===== config.mk =====
export PLATFORM = sky130hd
export DESIGN_NAME = uart_tx
export DESIGN_NICKNAME = d
export VERILOG_FILES = /design/src/rtl/uart_pkg.sv /design/src/rtl/uart_tx_fifo.sv /design/src/rtl/uart_tx.sv
export SDC_FILE = /design/constraint.sdc
export NUM_CORES = 1
export LEC_CHECK = 0
export CORE_ASPECT_RATIO = 1.5
export CORE_MARGIN = 3
export CORE_UTILIZATION = 30
export DETAILED_ROUTE_END_ITERATION = 7
export MAX_ROUTING_LAYER = met4
export PLACE_DENSITY = 0.48
export SYNTH_ARGS = -nofsm -noshare
export SYNTH_HDL_FRONTEND = slang
export SYNTH_SLANG_ARGS = --single-unit

===== constraint.sdc =====
create_clock -name clk -period 2.9 [get_ports clk]
set_input_delay 0.87 -clock clk [delete_from_list [all_inputs] [get_ports clk]]
set_output_delay 0.87 -clock clk [all_outputs]
set_load 0.03 [all_outputs]

===== src/rtl/uart_pkg.sv =====
// Constants and types shared by the UART transmitter and receiver.
// Bit timing values are kept here so both ends agree on the baud divider.
package uart_pkg;

  localparam int BAUD_END_SIM      = 56;
  localparam int BAUD_END_9600_50M = 5208;
  localparam int DATA_BITS         = 8;

  typedef enum logic [1:0] {
    TX_IDLE,
    TX_START,
    TX_DATA,
    TX_STOP
  } tx_state_e;

  // Counter width able to hold 0..n-1, never narrower than one bit.
  function automatic int cnt_width(input int n);
    return (n > 1) ? $clog2(n) : 1;
  endfunction

endpackage


===== src/rtl/uart_tx_fifo.sv =====
// Small synchronous byte FIFO feeding the UART transmitter.
// Storage is a plain array with a registered read port; a full FIFO still takes a write when it pops that cycle.
module uart_tx_fifo #(
  parameter int DEPTH = 4,
  parameter int AW    = 2,
  parameter int DW    = 8
) (
  input  logic          clk,
  input  logic          rst_n,
  input  logic          wr_en,
  input  logic [DW-1:0] din,
  input  logic          rd_en,
  output logic [DW-1:0] dout,
  output logic          full,
  output logic          empty,
  output logic [AW:0]   count
);

  logic [DW-1:0] mem [DEPTH];
  logic [DW-1:0] dout_reg;
  logic [AW-1:0] wr_ptr_reg, wr_ptr_next;
  logic [AW-1:0] rd_ptr_reg, rd_ptr_next;
  logic [AW:0]   count_reg, count_next;
  logic          wr_ok;
  logic          rd_ok;

  assign full  = (count_reg == (AW+1)'(DEPTH));
  assign empty = (count_reg == '0);
  assign count = count_reg;
  assign dout  = dout_reg;

  assign wr_ok = wr_en && (!full || rd_en);
  assign rd_ok = rd_en && !empty;

  // Read-before-write: a same-cycle write to the head slot returns the old head.
  always_ff @(posedge clk) begin
    if (wr_ok) begin
      mem[wr_ptr_reg] <= din;
    end
    if (rd_ok) begin
      dout_reg <= mem[rd_ptr_reg];
    end
  end

  always_comb begin
    wr_ptr_next = wr_ptr_reg;
    rd_ptr_next = rd_ptr_reg;
    count_next  = count_reg;
    if (wr_ok) begin
      wr_ptr_next = wr_ptr_reg + 1'b1;
    end
    if (rd_ok) begin
      rd_ptr_next = rd_ptr_reg + 1'b1;
    end
    case ({wr_ok, rd_ok})
      2'b10:   count_next = count_reg + 1'b1;
      2'b01:   count_next = count_reg - 1'b1;
      default: count_next = count_reg;
    endcase
  end

  always_ff @(posedge clk or negedge rst_n) begin
    if (!rst_n) begin
      wr_ptr_reg <= '0;
      rd_ptr_reg <= '0;
      count_reg  <= '0;
    end else begin
      wr_ptr_reg <= wr_ptr_next;
      rd_ptr_reg <= rd_ptr_next;
      count_reg  <= count_next;
    end
  end

endmodule


===== src/rtl/uart_tx.sv =====
// 8N1 UART transmitter: buffers byte strobes in a small FIFO and serialises them LSB first.
// All outputs are registered; line drive lags the FSM state by one clock.
module uart_tx
  import uart_pkg::*;
#(
  parameter int BAUD_END   = BAUD_END_SIM,
  parameter int FIFO_DEPTH = 4,
  parameter int FIFO_AW    = 2
) (
  input  logic       clk,
  input  logic       rst_n,
  input  logic [7:0] pi_data,
  input  logic       pi_flag,
  output logic       rs232_tx,
  output logic       tx_busy,
  output logic       tx_done,
  output logic       fifo_full,
  output logic       ovf_flag
);

  localparam int                BAUD_W    = cnt_width(BAUD_END);
  localparam logic [BAUD_W-1:0] BAUD_LAST = BAUD_W'(BAUD_END - 1);
  localparam logic [2:0]        BIT_LAST  = 3'(DATA_BITS - 1);

  tx_state_e            state_reg, state_next;
  logic [BAUD_W-1:0]    baud_cnt_reg, baud_cnt_next;
  logic [2:0]           bit_cnt_reg, bit_cnt_next;
  logic [DATA_BITS-1:0] shift_reg, shift_next;
  logic                 tx_reg, tx_next;
  logic                 tx_done_reg, tx_done_next;
  logic                 tx_busy_reg;
  logic                 ovf_reg;

  logic                 fifo_rd;
  logic                 fifo_empty;
  logic                 fifo_full_w;
  logic [DATA_BITS-1:0] fifo_dout;
  logic [FIFO_AW:0]     fifo_count;
  logic                 baud_last;
  logic                 write_drop;

  uart_tx_fifo #(
    .DEPTH (FIFO_DEPTH),
    .AW    (FIFO_AW),
    .DW    (DATA_BITS)
  ) u_fifo (
    .clk   (clk),
    .rst_n (rst_n),
    .wr_en (pi_flag),
    .din   (pi_data),
    .rd_en (fifo_rd),
    .dout  (fifo_dout),
    .full  (fifo_full_w),
    .empty (fifo_empty),
    .count (fifo_count)
  );

  assign baud_last  = (baud_cnt_reg == BAUD_LAST);
  assign write_drop = pi_flag && fifo_full_w && !fifo_rd;

  // The FIFO's registered read settles on the pop edge and holds until the next pop,
  // so the byte is captured into the shift register on the way into DATA.
  always_comb begin
    state_next    = state_reg;
    baud_cnt_next = baud_cnt_reg;
    bit_cnt_next  = bit_cnt_reg;
    shift_next    = shift_reg;
    tx_next       = 1'b1;
    tx_done_next  = 1'b0;
    fifo_rd       = 1'b0;
    case (state_reg)
      TX_IDLE: begin
        baud_cnt_next = '0;
        if (!fifo_empty) begin
          fifo_rd    = 1'b1;
          state_next = TX_START;
        end
      end
      TX_START: begin
        tx_next       = 1'b0;
        baud_cnt_next = baud_last ? '0 : baud_cnt_reg + 1'b1;
        if (baud_last) begin
          state_next   = TX_DATA;
          bit_cnt_next = '0;
          shift_next   = fifo_dout;
        end
      end
      TX_DATA: begin
        tx_next       = shift_reg[bit_cnt_reg];
        baud_cnt_next = baud_last ? '0 : baud_cnt_reg + 1'b1;
        if (baud_last) begin
          if (bit_cnt_reg == BIT_LAST) begin
            state_next = TX_STOP;
          end else begin
            bit_cnt_next = bit_cnt_reg + 1'b1;
          end
        end
      end
      TX_STOP: begin
        tx_done_next  = baud_last;
        baud_cnt_next = baud_last ? '0 : baud_cnt_reg + 1'b1;
        if (baud_last) begin
          // Chain straight into the next frame when more bytes are waiting.
          if (!fifo_empty) begin
            fifo_rd    = 1'b1;
            state_next = TX_START;
          end else begin
            state_next = TX_IDLE;
          end
        end
      end
      default: begin
        state_next = TX_IDLE;
      end
    endcase
  end

  always_ff @(posedge clk or negedge rst_n) begin
    if (!rst_n) begin
      state_reg    <= TX_IDLE;
      baud_cnt_reg <= '0;
      bit_cnt_reg  <= '0;
      shift_reg    <= '0;
      tx_reg       <= 1'b1;
      tx_done_reg  <= 1'b0;
      tx_busy_reg  <= 1'b0;
      ovf_reg      <= 1'b0;
    end else begin
      state_reg    <= state_next;
      baud_cnt_reg <= baud_cnt_next;
      bit_cnt_reg  <= bit_cnt_next;
      shift_reg    <= shift_next;
      tx_reg       <= tx_next;
      tx_done_reg  <= tx_done_next;
      tx_busy_reg  <= (state_reg != TX_IDLE) || (fifo_count != '0);
      ovf_reg      <= write_drop;
    end
  end

  assign rs232_tx  = tx_reg;
  assign tx_done   = tx_done_reg;
  assign tx_busy   = tx_busy_reg;
  assign fifo_full = fifo_full_w;
  assign ovf_flag  = ovf_reg;

endmodule

* Yosys cells after proc, flatten, opt, wreduce, memory -nomap -nowiden
Memory sizes are Yosys's and may differ from the RTL's. A register that Yosys moved wholly into a read port is not among the register bits. Index checks and enable logic that the tools add are counted. Widths: inputs -> output; s select.
Storage, ports and cells: word-level logic and storage cells 75, RAM bits 32, memories 1, input bits 11, flip-flop bits (word level) 30
Memories:
- u_fifo.mem | depth 4, bits a word 8, rd ports 1, clocked after memory_dff 1, wr ports 1, line uart_tx_fifo.sv:19 | logic [DW-1:0] mem [DEPTH];
Operators by class: order comparisons 1, reduce and logical (&&, ||, !) cells 19, add/sub/neg operators 6, mux-type cells 23, eq/ne operators 14
Operators with widths (number):
- $ne 2x2->1 const B | 6
- $pmux 3 s2 | 2
- $pmux 6 s2 | 1
- $mux 2 | 5
- $mux 3 | 3
- $pmux 2 s4 | 1
- $mux 1 | 7
- $add 3x1->3 const B | 2
- $add 6x1->6 const B | 1
- $eq 2x2->1 const B | 3
- $eq 3x3->1 const B | 2
- $eq 6x6->1 const B | 1
- $mux 6 | 1
- $reduce_bool 2->1 | 3
- $reduce_and 5->1 | 1
- $add 2x1->2 const B | 2
- $eq 2x1->1 const B | 2
- $logic_and 1x1->1 | 4
- $lt 3x4->1 const B | 1
- $pmux 1 s2 | 2
- $reduce_and 4->1 | 1
- $bmux 1 s3 | 1
- $logic_not 1->1 | 3
- $logic_not 3->1 | 1
- 6 further kinds | 7

* Depth between registers and ports, before layout
word-level depth 8, mapped depth 11, gate-level depth less buffers 11

* Modules after synthesis
From an unflattened synthesis, not the netlist that was laid out.
Second synthesis, totals: cells, all modules 185, area total of the unflattened synthesis 3060.4 um^2
Modules (own cells, without submodules):
- uart_tx_fifo | instances 1, cells an instance 88, sequential area each 1376.3 um^2, area each 1828.0 um^2
- uart_tx | instances 1, cells an instance 97, sequential area each 576.8 um^2, area each 1232.4 um^2

* Least setup slack after synthesis
OpenSTA, ideal clock, no wires.
kind register to register, start point reg state_reg[0], end point reg u_fifo.count_reg[1] (netlist: u_fifo.count[1]), library setup time 125 ps, arrival 2290 ps, buffers on the path 0, stages on the path, launching flop included 9, setup slack 485 ps, cell sequence dfrtp_1 -> inv_1 -> ha_1 -> nand4b_1 -> o22ai_1 -> and2_2 -> ha_1 -> fa_1 -> mux2_2
On the way: elaborated cells between the ends (all ways) 10, those cells by class 3 x eq/ne; 2 x mux; 5 x reduce/logical
RTL lines:
- start, declared | line uart_tx.sv:25 | tx_state_e state_reg, state_next;
- start signal, assigned | line uart_tx.sv:129 | state_reg <= state_next;
- $eq 2x2->1 / $logic_not 2->1 (equally long branches) | line uart_tx.sv:71 | case (state_reg)
- $pmux 1 s2 * | line uart_tx.sv:71
- $logic_and 1x1->1 * | line uart_tx_fifo.sv:33 | assign rd_ok = rd_en && !empty;
- net u_fifo.rd_ok | line uart_tx_fifo.sv:25 | logic rd_ok;
- $eq 2x1->1 / $eq 2x2->1 (equally long branches) | line uart_tx_fifo.sv:55 | case ({wr_ok, rd_ok})
- $pmux 3 s2 * | line uart_tx_fifo.sv:55
- net u_fifo.count_next[1] | line uart_tx_fifo.sv:23 | logic [AW:0] count_reg, count_next;
- end signal, assigned | line uart_tx_fifo.sv:70 | count_reg <= count_next;
- end, declared | line uart_tx_fifo.sv:23
The timed path passes the listed nets; every way through them passes the cells marked *. A chain may end at the register's enable or synchronous reset.

* Worst setup path after layout
start point reg state_reg[1], end point reg u_fifo.count_reg[2] (netlist: u_fifo.count[2])
On the way: longest elaborated chain between the ends 6, elaborated cells between the ends (all ways) 10, those cells by class 3 x eq/ne; 2 x mux; 5 x reduce/logical
Ends and longest elaborated chain:
- $eq 2x2->1 / $logic_not 2->1 (equally long branches) | line uart_tx.sv:71
- $pmux 1 s2 * | line uart_tx.sv:71
- $logic_or 1x1->1 | line uart_tx_fifo.sv:32 | assign wr_ok = wr_en && (!full || rd_en);
- $logic_and 1x1->1 | line uart_tx_fifo.sv:32
- $eq 2x1->1 / $eq 2x2->1 (equally long branches) | line uart_tx_fifo.sv:55
- $pmux 3 s2 / $reduce_bool 2->1 (equally long branches)
Every way passes the cells marked *; elsewhere a longest branch is shown, timed or not.

==> qor.yml <==
status: "completed"
start_kind: "flop"
ys_seq_elements: 70
nNetsFinal: 222
drive_gt1_frac: 0.257
grt_pass1_wl_um: 8190
timing.final.crit_share: 0.912
path_clk_slew_ps: 60
core_area_um2: 9470
place.gp.congestion: 0.728
routed_via_density: 4.66
drv_cap: 0
numPortBuffers: 15
grt_util_met1: 0.104
synth_cells: 172
clock_sink_count: 70
root_buffer: "clkbuf_16"
final_max_slew_viol_count: 0
dpl-instance-area_um2: 3270
wl_per_cell_um: 14.9
combPwrFrac: 0.260
r2r_setup_slack_ps: 260
ioPinCount: 16
synthDistinctLibCells: 39
utilization: 0.374
vias: 1462
grt_pass1_vias: 1627
clockPowerShare: 0.293
grt_use_met3: 0.0289
crit_required_ps: 3140
syn_to_final_growth_pct: 19.1
final_cell_area_um2: 3540
cts_buffer_depth: 2
cp-end-kind: "flop"
largest_reg_flops: 32
criticalPathCategory: "reg -> reg"
fin_tns_setup_ps: 0
power.switching_w: 0.00101
p_int_w: 0.00237
layout_common_cells: "edfxtp_1, dfrtp_1, clkdlybuf4s50_1, ha_1"
drc: 0
rows: 43
power.density_nw_per_um2: 955
rsz0062_at_grt: "no"
detail_route.first_pass.iterations: 4
synthesis.area_um2: 2970
fillers: 892
postCtsSetupRepairBufs: 0
cts_tree: "done"
period_needed_ps: 2640
finalWirelength_um: 4690
dieWidth_um: 87.3
fp.dieH_um: 128
track_usage: 0.101
synth_nets: 197
post_synth.cell_area_avg_um2: 17.3
grt_max_degree: 31
clock_skew_ps: 6.58
cts_buffers: 9
final_common_cell: "edfxtp_1"
p_sw_frac: 0.298
grt.busiest_layer: "met2"
ys.warnings.count: 0
drt-initial-drc-count: 43
dp_hpwl_um: 3390
hold_path_class: "reg -> reg"
grtUsageMet2: 0.167
fmax_mhz: 378
clock_latency_ps: 320
cts_max_level: 3
relSlewSlack: 0.612
start_util: 0.314
diodes: 0
dieArea_um2: 11200
cts_hold_buffers: 0
setup_viol: 0
cts_resized: 0
synth_seq_area_share: 0.657
overflow: 0
cp_max_fo: 7
drtAntennaViolNets: 0
tightest_slew_ps: 581
antenna_found_initial: 0
peakVddDrop_v: 0.000425
pwr-share-seq: 0.447
arrival_ps: 2890
leakagePower_nw: 1.42
hold_violations: 0
[cell usage after synthesis (all sizes together)]
cell,number,share of area
dfrtp,29,0.24
xnor2,5,0.015
clkbuf,1,0.0013
mux2i,2,0.0067
edfxtp,40,0.40
buf,2,0.0029
nand3b,1,0.0067
o21ai,2,0.0046
o21a,1,0.0050
mux2,12,0.048
ha,13,0.055
nand2,4,0.0084
or2,1,0.0029
and3,1,0.0025
or3,1,0.0038
inv,7,0.0088
dfstp,1,0.0088
mux4,10,0.076
nor2,5,0.0088
o22ai,2,0.0042
xor2,5,0.015
nor3b,2,0.0050
nand3,4,0.0084
nor3,5,0.0084
a22o,5,0.015
a211o,1,0.0034
o2111ai,1,0.0029
a2bb2oi,1,0.0029
nand4b,1,0.0029
and2,6,0.013
fa,1,0.0067
[path summary, 6_finish.rpt]
| check | cells after the start | from | to |
|---|---|---|---|
| min in group asynchronous | 2 | rst_n | baud_cnt_reg[2] |
| setup reg to reg | 11 | state_reg[1] | u_fifo.count[2] |
| setup / recovery | 11 | state_reg[1] | u_fifo.count[2] |
| max in group asynchronous | 2 | rst_n | rs232_tx |
| hold reg to reg | 1 | u_fifo.dout[0] | shift_reg[0] |
| hold / removal | 1 | u_fifo.dout[0] | shift_reg[0] |
[routing by layer]
layer / wire length, um / up-vias
met4: 132 / 0
met5: 0 / -
met3: 134 / 11
li1: - / 695
met1: 1860 / 736
met2: 2570 / 20
[through the flow]
step / std cells / total power (W) / worst slack (ps) / hold slack, ps
after global routing: 314 / 0.00360 / 121 / 488
after global placement: 298 / 0.00237 / 294 / 457
after floorplan: 172 / 0.00217 / 485 / 444
after detailed placement: 298 / 0.00244 / 162 / 465
final: 314 / 0.00338 / 256 / 473
after CTS: 314 / 0.00344 / 230 / 477
[critical path: stages (launching register included)]
cell	delay, ps
dfrtp_1	430
inv_1	110
ha_1	310
nand4b_1	190
o22ai_1	250
o21a_4	210
inv_1	50
ha_1	220
fa_1	380
xnor2_1	130
nor2_1	110
xor2_1	170
[final cells by class]
type,instances,area (um2),area share
clock inverters,6,47.5,0.0134
repair buffers,17,165,0.0466
multi-input cells,92,982,0.277
clock buffers,10,229,0.0646
well taps,112,140,0.0395
inverters,7,26.3,0.00742
flip-flops and latches,70,1950,0.551
[cells by family after synthesis]
group / after synthesis / share of synthesized area
AO/OA/AOI/OAI: 13 / 0.0379
XOR/XNOR: 10 / 0.0294
adder cells (fa/ha/maj): 14 / 0.0614
buffers and inverters: 10 / 0.0130
flip-flops: 70 / 0.657
multiplexers: 24 / 0.130
AND/OR/NAND/NOR: 31 / 0.0711
[power groups by stage]
stage	Sequential, W	Combinational, W	Clock [W]
finish	0.00151	0.000878	0.000991
global route	0.00155	0.000966	0.00108
CTS	0.00152	0.000896	0.00102
detailed placement	0.00154	0.000895	0
global placement	0.00153	0.000847	0
floorplan	0.00147	0.000705	0
Power figures use the tool's default switching activity.
